<file path="config.mk">
export PLATFORM = sky130hd
export DESIGN_NAME = fifo_uart_framer
export DESIGN_NICKNAME = d
export VERILOG_FILES = /design/src/rtl/fifo_uart_framer.sv
export SDC_FILE = /design/constraint.sdc
export NUM_CORES = 1
export LEC_CHECK = 0
export BUFFER_PORTS_ARGS = -buffer_cell sky130_fd_sc_hd__buf_2
export CAP_MARGIN = 20
export CELL_PAD_IN_SITES_DETAIL_PLACEMENT = 1
export CELL_PAD_IN_SITES_GLOBAL_PLACEMENT = 1
export CORE_MARGIN = 2
export CORE_UTILIZATION = 35
export CTS_BUF_LIST = sky130_fd_sc_hd__clkbuf_4
export DETAILED_ROUTE_END_ITERATION = 8
export PLACE_DENSITY_LB_ADDON = 0.2
export SETUP_SLACK_MARGIN = 0.3
export SYNTH_ARGS = -nofsm -noshare
export SYNTH_HDL_FRONTEND = slang
export SYNTH_SLANG_ARGS = --single-unit
</file>
<file path="constraint.sdc">
create_clock -name clk -period 2.1 [get_ports clk]
set_clock_uncertainty 0.2 [all_clocks]
set_input_delay 0.42 -clock clk [delete_from_list [all_inputs] [get_ports clk]]
set_output_delay 0.42 -clock clk [all_outputs]
set_load 0.005 [all_outputs]
</file>
<file path="src/rtl/fifo_uart_framer.sv">
// -----------------------------------------------------------------------------
// fifo_uart_framer
//
// Drains 48-bit TDC measurement records from the measurement FIFO and sends
// each one to the byte-wide UART transmitter as an 8-byte frame:
//   SYNC_BYTE, data bytes MSB first, XOR checksum of the data bytes.
//
// Ports:
//   clk          system clock
//   rst_n        asynchronous active-low reset
//   fifo_empty   FIFO empty flag
//   fifo_dout    FIFO read data {16'b0, calib_diff[15:0], time1[15:0]}
//   fifo_rd_en   single-cycle FIFO pop strobe
//   tx_busy      UART transmitter busy
//   tx_data      byte to the UART, held until the next strobe
//   new_tx_data  single-cycle strobe; the UART samples tx_data on it
//   hold         pause; no new frame starts while high
//   frame_done   single-cycle pulse after the checksum byte is handed over
//   frame_count  frames completed, wraps 0xFFFF -> 0
// -----------------------------------------------------------------------------
module fifo_uart_framer #(
  parameter int         DATA_WIDTH      = 48,     // multiple of 8
  parameter logic [7:0] SYNC_BYTE       = 8'hA5,
  parameter int         FIFO_RD_LATENCY = 1       // 1 or 2
) (
  input  logic                  clk,
  input  logic                  rst_n,
  input  logic                  fifo_empty,
  input  logic [DATA_WIDTH-1:0] fifo_dout,
  output logic                  fifo_rd_en,
  input  logic                  tx_busy,
  output logic [7:0]            tx_data,
  output logic                  new_tx_data,
  input  logic                  hold,
  output logic                  frame_done,
  output logic [15:0]           frame_count
);

  localparam int NUM_BYTES = DATA_WIDTH / 8;
  localparam int LAST      = NUM_BYTES + 1;        // index of checksum byte
  localparam int IDX_W     = $clog2(LAST + 1);

  localparam logic [IDX_W-1:0] LAST_IDX = IDX_W'(LAST);
  localparam logic [1:0]       RD_LAT   = 2'(FIFO_RD_LATENCY);

  typedef enum logic [1:0] {
    IDLE,
    RD_WAIT,
    SEND,
    GUARD
  } state_t;

  state_t                state_q, state_d;
  logic                  rd_en_q, rd_en_d;
  logic [7:0]            tx_data_q, tx_data_d;
  logic                  strobe_q, strobe_d;
  logic                  done_q, done_d;
  logic [15:0]           count_q, count_d;
  logic [DATA_WIDTH-1:0] rec_q, rec_d;
  logic [7:0]            csum_q, csum_d;
  logic [IDX_W-1:0]      idx_q, idx_d;
  logic [1:0]            wait_q, wait_d;

  // The record is shifted left as data bytes go out, so the next data byte
  // is always the top byte of the register.
  logic [7:0] data_byte;
  assign data_byte = rec_q[DATA_WIDTH-1 -: 8];

  // NOTE: every register is cleared by the asynchronous reset so an aborted
  // frame leaves nothing behind; the record register is small enough that
  // resetting it costs nothing and keeps tx_data deterministic.
  // NOTE: sequential state uses non-blocking assignments only, so every
  // register sees the pre-edge value of every other register.
  always_ff @(posedge clk or negedge rst_n) begin
    if (!rst_n) begin
      state_q   <= IDLE;
      rd_en_q   <= 1'b0;
      tx_data_q <= 8'h00;
      strobe_q  <= 1'b0;
      done_q    <= 1'b0;
      count_q   <= 16'h0000;
      rec_q     <= '0;
      csum_q    <= 8'h00;
      idx_q     <= '0;
      wait_q    <= 2'd0;
    end else begin
      state_q   <= state_d;
      rd_en_q   <= rd_en_d;
      tx_data_q <= tx_data_d;
      strobe_q  <= strobe_d;
      done_q    <= done_d;
      count_q   <= count_d;
      rec_q     <= rec_d;
      csum_q    <= csum_d;
      idx_q     <= idx_d;
      wait_q    <= wait_d;
    end
  end

  // NOTE: every signal written here gets a default first, so no path leaves
  // a value unassigned and no latch is inferred. Strobes default low, which
  // makes them single-cycle by construction.
  always_comb begin
    state_d   = state_q;
    rd_en_d   = 1'b0;
    tx_data_d = tx_data_q;
    strobe_d  = 1'b0;
    done_d    = 1'b0;
    count_d   = count_q;
    rec_d     = rec_q;
    csum_d    = csum_q;
    idx_d     = idx_q;
    wait_d    = wait_q;

    unique case (state_q)
      IDLE: begin
        // hold and fifo_empty only matter here; a started frame always ends.
        if (!fifo_empty && !hold) begin
          rd_en_d = 1'b1;
          wait_d  = 2'd0;
          state_d = RD_WAIT;
        end
      end

      RD_WAIT: begin
        // The pop strobe is visible to the FIFO one edge after we enter this
        // state, so data is valid RD_LAT edges after that.
        if (wait_q == RD_LAT) begin
          rec_d   = fifo_dout;
          csum_d  = 8'h00;
          idx_d   = '0;
          state_d = SEND;
        end else begin
          wait_d = wait_q + 2'd1;
        end
      end

      SEND: begin
        if (!tx_busy) begin
          strobe_d = 1'b1;
          state_d  = GUARD;
          if (idx_q == '0) begin
            tx_data_d = SYNC_BYTE;
          end else if (idx_q == LAST_IDX) begin
            tx_data_d = csum_q;
          end else begin
            tx_data_d = data_byte;
            csum_d    = csum_q ^ data_byte;
            rec_d     = rec_q << 8;
          end
        end
      end

      GUARD: begin
        // One idle cycle lets the UART raise tx_busy before SEND looks at it.
        if (idx_q == LAST_IDX) begin
          done_d  = 1'b1;
          count_d = count_q + 16'd1;
          idx_d   = '0;
          state_d = IDLE;
        end else begin
          idx_d   = idx_q + IDX_W'(1);
          state_d = SEND;
        end
      end

      default: state_d = IDLE;
    endcase
  end

  assign fifo_rd_en  = rd_en_q;
  assign tx_data     = tx_data_q;
  assign new_tx_data = strobe_q;
  assign frame_done  = done_q;
  assign frame_count = count_q;

endmodule

</file>
==> impl_results.md, run 1 <==
- Post-route clock period utilization: 0.972
- Finished Cell Area: 5590 µm²
- Final Hold Fails: 0
- CTS buffer count: 9
- Crit path launch type: flip-flop
- Layout Nets: 507
- Reg power frac: 0.375
- Register Area: 2250 µm²
- Syn Nets: 391
- Core area: 11900 µm²
- Dpl hpwl: 7.03 mm
- Die height: 114 µm
- GPL Wtd Cong: 0.737
- DR vias/cell: 5.07
- Area Overhead vs Synth: 33.1%
- Ports: 80
- Crit Path Category: reg2reg
- Ys async rst share: 1.00
- Pre-antenna DRT Iters: 4
- Maximum VDD drop: 0.000600 V
- Row count: 40
- I/O Buffers: 79
- Pwr dens: 1380 nW/µm²
- Leakage power: 2.71 nW
- Post-Synthesis Cell Area: 4200 µm²
- # H-tree levels: 3
- Slew headroom: 0.727
- Comb pwr share: 0.517
- Switching Fraction: 0.342
- DP Area: 4980 µm²
- Largest area contributor in the netlist: dfrtp_1
- Mapped Cells: 333
- Crit end category: flip-flop
- Ys Warns: 0
- GRT Util Overall: 0.168
- Max-Cap Viols: 0
- Fill cells: 1273
- Clock power share: 0.108
- Commonest non-fill, non-tap cell in the layout: dfrtp_1
- Vias in the first global route: 3381
- FF+latch count, synth: 90
- Fin. max-slew vios: 0
- Share of post-route cells with drive strength above 1: 0.537
- WP data required: 2.25 ns
- Share of the synthesized area in the top cell type: 0.536
- Iter 0 DRT Violations: 67
- Hold Crit Class: in2reg
- Die footprint: 12900 µm²
- First-pass GRT wire length: 16.9 mm
- Internal: 5.10 mW
- Worst-Margin Slew: 0.409 ns
- Status: complete, no violations
- Clk Latency, worst-skew pair: 0.46 ns
- Die Width: 114 µm
- Area contributors post-synth: dfrtp_1, mux2_2, mux2_1
- Routed via count: 3054
- Sum Neg Setup Slack: 0 ns
- Count of final setup violators: 0
- Post-synth EDFFs: 0
- Initial antenna violation count: 2
- CP arrival: 2.19 ns
- Clk pin slew, worst setup/hold paths: 0.14 ns
- Peak fanout along the critical path: 16
- CTS root buf: clkbuf_4
- Psw: 2.64 mW
- Most frequent cells in the layout: dfrtp_1, buf_2, mux2_2
- CTS sink count: 90
- Average wire per standard cell: 17.0 µm
- Drc violations: 0
- Sequential share of the synthesized area: 0.536
- GRT Residual Overflow: 0
- Tmin final: 2.04 ns
- CTS tree: yes
- Total wire length: 10.2 mm
- Max Clk Rate: 0.490 GHz
- Largest net degree at the start of global routing: 48
- Detail Route Antenna Nets: 0
- Netlist cell types: 37
- Longest Clk Path Bufs: 2
- Mean Syn Cell Area: 12.6 µm²
- Unrepaired setup endpoints after global routing: true
- Initial core utilization: 0.354
- Area of the multi-input gates: 2160 µm²
- Main synth FF type: dfrtp_1
==> registers in the layout, summed over array words and instances (netlist names) <==
name         flops
wait_q           2
csum_q           8
new_tx_data      1
frame_count     16
tx_data          8
rec_q           48
fifo_rd_en       1
frame_done       1
idx_q            3
state_q          2
==> through the flow <==
step	instances	setup WS [ns]	hold slack, ns	power [mW]	util
global placement	562	0.133	0.182	6.19	0.420
global route	601	-0.00874	0.0920	8.31	0.471
finish	602	0.0588	0.113	7.74	0.472
CTS	597	0.0654	0.0742	7.35	0.453
detailed placement	562	0.0873	0.178	6.34	0.420
floorplan	333	0.0112	-0.0756	5.30	-
==> worst max-delay path: stages (launching register included) <==
cell,delay [ns]
dfrtp_1,0.43
ha_2,0.20
ha_4,0.17
nor3b_4,0.24
o21bai_4,0.09
buf_12,0.14
buf_12,0.15
mux2_4,0.29
==> path summary, 6_finish.rpt <==
kind / slack, ns / to / depth (start not counted) / start
max: 0.06 / rec_q[10] / 7 / idx_q[0]
min: 0.11 / rec_q[43] / 3 / fifo_dout[43]
max reg2reg: 0.06 / rec_q[10] / 7 / idx_q[0]
min reg2reg: 0.28 / csum_q[3] / 1 / csum_q[3]
max in group asynchronous: 0.92 / rec_q[32] / 3 / rst_n
min in group asynchronous: 0.21 / tx_data[0] / 2 / rst_n
==> cell families after synthesis <==
family | share of synthesized area
flops | 0.536
fa+ha+maj | 0.0149
xor+xnor | 0.0313
buf+inv | 0.0283
mux | 0.236
compound gates | 0.0851
simple gates | 0.0688
==> synthesized netlist by cell type, types with 2 or more instances <==
cell,instances
and3_1,2
mux2_2,65
clkbuf_1,2
buf_1,3
buf_2,8
nand4_1,3
buf_4,2
nand3_1,8
nor2_1,12
dfrtp_1,90
a22o_1,10
ha_1,5
nand2b_1,2
mux2i_1,8
buf_6,2
inv_1,6
nand2_1,14
xor2_1,6
mux2_1,16
xnor2_1,9
a21oi_1,13
o21ai_0,25
a32o_1,3
nor3_1,3
nor4_1,4
==> metal layers <==
metal | vias up | global-route usage | routed length [µm]
li1 | 1429 | - | -
met1 | 1551 | 0.208 | 4410
met2 | 57 | 0.280 | 5140
met3 | 15 | 0.0441 | 469
met4 | 2 | 0.0683 | 184
met5 | - | 0 | 8
==> layout make-up <==
class                           count  area share
Inverter                            6     0.00403
Clock buffer                       11      0.0148
Multi-Input combinational cell    220       0.386
Sequential cell                    90       0.403
Antenna cell                        1    0.000447
Clock inverter                      5     0.00380
Tap cell                          147      0.0329
Timing Repair Buffer              122       0.155
==> what timing repair did <==
item,in CTS,in global routing
pin swaps,10,21
endpoints found under the setup margin,68,78
endpoints found under the hold margin,35,0
hold buffers,11,0
resized for setup,23,60
buffers inserted,8,4
==> power by group through the flow <==
stage	Combinational, mW	Clock, mW	Sequential, mW
6_report	4.00	0.836	2.91
5_1_grt	4.35	0.949	3.01
4_1_cts	3.58	0.878	2.89
3_5_place_dp	3.41	0	2.93
3_3_place_gp	3.30	0	2.89
2_1_floorplan	2.53	0	2.77
Power figures use the tool's default switching activity.
==> run 2: changes to the inputs <==
--- a/config.mk
+++ b/config.mk
@@ -9,6 +9,7 @@
 export CAP_MARGIN = 20
 export CELL_PAD_IN_SITES_DETAIL_PLACEMENT = 1
 export CELL_PAD_IN_SITES_GLOBAL_PLACEMENT = 1
+export CORE_ASPECT_RATIO = 2
 export CORE_MARGIN = 2
 export CORE_UTILIZATION = 35
 export CTS_BUF_LIST = sky130_fd_sc_hd__clkbuf_4
==> constraint.sdc (replaced) <==
create_clock -name clk -period 2.5 [get_ports clk]
set_clock_uncertainty 0.2 [all_clocks]
set_input_delay 0.5 -clock clk [delete_from_list [all_inputs] [get_ports clk]]
set_output_delay 0.5 -clock clk [all_outputs]
set_load 0.005 [all_outputs]
==> run 2 against run 1 <==
Non-clock buffer count shrank 23. Register-to-register slack gained 0.33 ns. Maximum frequency shrank 3.2%. Wire length shrank 5.4%. Clock power shrank 16%. Largest cell class unchanged. Highest routed layer is now met4. Total power shrank 26%. Combinational power shrank 35%. Critical path type unchanged. Core utilization shrank 4.2 points.
==> impl_results.md, run 2 (synthesis gave the netlist of run 1 again) <==
- Crit path launch type: flip-flop
- Status: complete, no violations
- Fin. max-slew vios: 0 (unchanged)
- Hold Crit Class: in2reg
- Largest net degree at the start of global routing: 44 (-8.3%)
- Leakage power: 2.34 nW (-13%)
- I/O Buffers: 79 (unchanged)
- Pwr dens: 1140 nW/µm² (-18%)
- Unrepaired setup endpoints after global routing: true
- Hold depth: 2 (-1)
- Average wire per standard cell: 16.8 µm (-1.3%)
- Hold Startpoint: fifo_dout[0]
- WP data required: 2.64 ns (+0.39 ns)
- Uppermost layer routed: met4
- Layout Nets: 484 (-4.5%)
- Slew headroom: 0.658 (-0.0690)
- Crit Path Category: reg2reg
- Beginning of the worst register-to-register path: idx_q[0]
- Area of the multi-input gates: 1850 µm² (-15%)
- Routed via count: 2883 (-5.6%)
- Reg2reg setup slack: 0.39 ns (+0.33 ns)
- Worst-Margin Slew: 0.509 ns (+0.0997 ns)
- Total wire length: 9.67 mm (-5.4%)
- Post-route clock period utilization: 0.843 (-0.129)
- CTS tree: yes
- Initial core utilization: 0.359 (+0.00485)
- Fin cells: 577 (-4.2%)
- Share of post-route cells with drive strength above 1: 0.425 (-0.113)
- First-pass GRT wire length: 16.1 mm (-4.7%)
- Longest Clk Path Bufs: 2 (unchanged)
- Die height: 159 µm (+40%)
- Sum Neg Setup Slack: 0 ns (unchanged)
- Worst hold endpoint: rec_q[0]
- Register Area: 2250 µm² (about the same)
- Wl on met1: 3.62 mm (-18%)
- Reg-to-reg critical path endpoint: rec_q[37]
- Placed cell count: 552 (-1.8%)
- Most frequent cells in the layout: dfrtp_1, buf_2, mux2_2
- Vias in the first global route: 3240 (-4.2%)
- GRT Residual Overflow: 0 (unchanged)
- Crit end category: flip-flop
- CTS sink count: 90 (unchanged)
- Biggest register: rec_q
- GPL Wtd Cong: 0.734 (-0.37%)
- Tmin final: 2.11 ns (+0.0673 ns)
- Clk Latency, worst-skew pair: 0.45 ns (about the same)
- CTS root buf: clkbuf_4
- Row count: 56 (+40%)
- Pre-antenna DRT Iters: 4 (unchanged)
- Dpl hpwl: 7.21 mm (+2.7%)
- Total power: 5.74 mW (-26%)
- # H-tree levels: 3 (unchanged)
- GRT Util Overall: 0.164 (-0.00378)
- Cell count of the worst reg-to-reg path: 8 (+1)
- Clk pin slew, worst setup/hold paths: 0.14 ns (about the same)
- Die Width: 81.5 µm (-28%)
- Count of final setup violators: 0 (unchanged)
- Detail Route Antenna Nets: 0 (unchanged)
- Metal3 WL: 393 µm (-16%)
- Number of flip-flops in the largest register: 48 (unchanged)
- Fill cells: 1301 (+2.2%)
- Smallest hold slack: 0.0624 ns (-0.0510 ns)
- Initial antenna violation count: 1 (-1)
- CP arrival: 2.25 ns (+0.06 ns)
- Ports: 80 (unchanged)
- Final Hold Fails: 0 (unchanged)
- Area Overhead vs Synth: 19.7%
- DR vias/cell: 5.00 (-1.5%)
- Drc violations: 0 (unchanged)
- WL met2: 5.48 mm (+6.6%)
- CTS buffer count: 9 (unchanged)
- Max-Cap Viols: 0 (unchanged)
- Die footprint: 13000 µm² (+0.41%)
- Commonest non-fill, non-tap cell in the layout: dfrtp_1
- Max Clk Rate: 0.474 GHz (-3.2%)
- Peak fanout along the critical path: 24 (+8)
- Iter 0 DRT Violations: 69 (+3.0%)
- Core area: 11700 µm² (-1.4%)
- Maximum VDD drop: 0.000486 V (-19%)
## run 2: routing by layer
layer,vias to the layer above,GRT usage
li1,1382,-
met1,1430,0.179
met2,61,0.296
met3,10,0.0385
met4,0,0.0609
met5,-,0
## run 2: worst max path at each step
stage             start              end  slack [ns]
2_1_floorplan  idx_q[0]        rec_q[45]        0.34
3_3_place_gp   idx_q[0]        rec_q[47]        0.36
3_5_place_dp   idx_q[0]        rec_q[14]        0.32
4_1_cts        idx_q[1]        rec_q[14]        0.31
5_1_grt        idx_q[0]  frame_count[14]        0.27
6_report       idx_q[0]        rec_q[37]        0.39
## run 2: metrics by stage
stage / setup WS [ns] / area, µm² / util
after detailed placement: 0.320 / 4840 / 0.413
after global routing: 0.266 / 5030 / 0.430
after CTS: 0.310 / 4980 / 0.426
after global placement: 0.355 / 4840 / 0.413
final: 0.392 / 5030 / 0.430
after floorplan: 0.342 / 4200 / -
## run 2: critical path, cell delays in order (launching register included)
cell	delay (ns)
dfrtp_1	0.41
buf_4	0.14
inv_1	0.05
ha_1	0.17
nand2b_1	0.10
a21oi_2	0.19
o21bai_4	0.18
buf_12	0.20
mux2_2	0.35
## run 2: repair_timing
action | 4_1_cts | 5_1_grt
pin swaps | 1 | 1
setup endpoints to repair | 4 | 47
hold buffers | 3 | 0
setup buffers | 1 | 4
resized for setup | 0 | 5
endpoints found under the hold margin | 26 | 0
## run 2: cell type report
type,count,area share
flip-flops and latches,90,0.448
well taps,145,0.0361
clock buffers,10,0.0149
diodes,1,0.000497
repair buffers,99,0.123
clock inverters,6,0.00671
multi-input cells,220,0.367
inverters,6,0.00448
## run 2: where the power goes
| part | switching (mW) | total (mW) | internal [mW] |
|---|---|---|---|
| Clock | 0.494 | 0.702 | 0.208 |
| Combinational | 1.14 | 2.62 | 1.49 |
| Sequential | 0.387 | 2.42 | 2.03 |
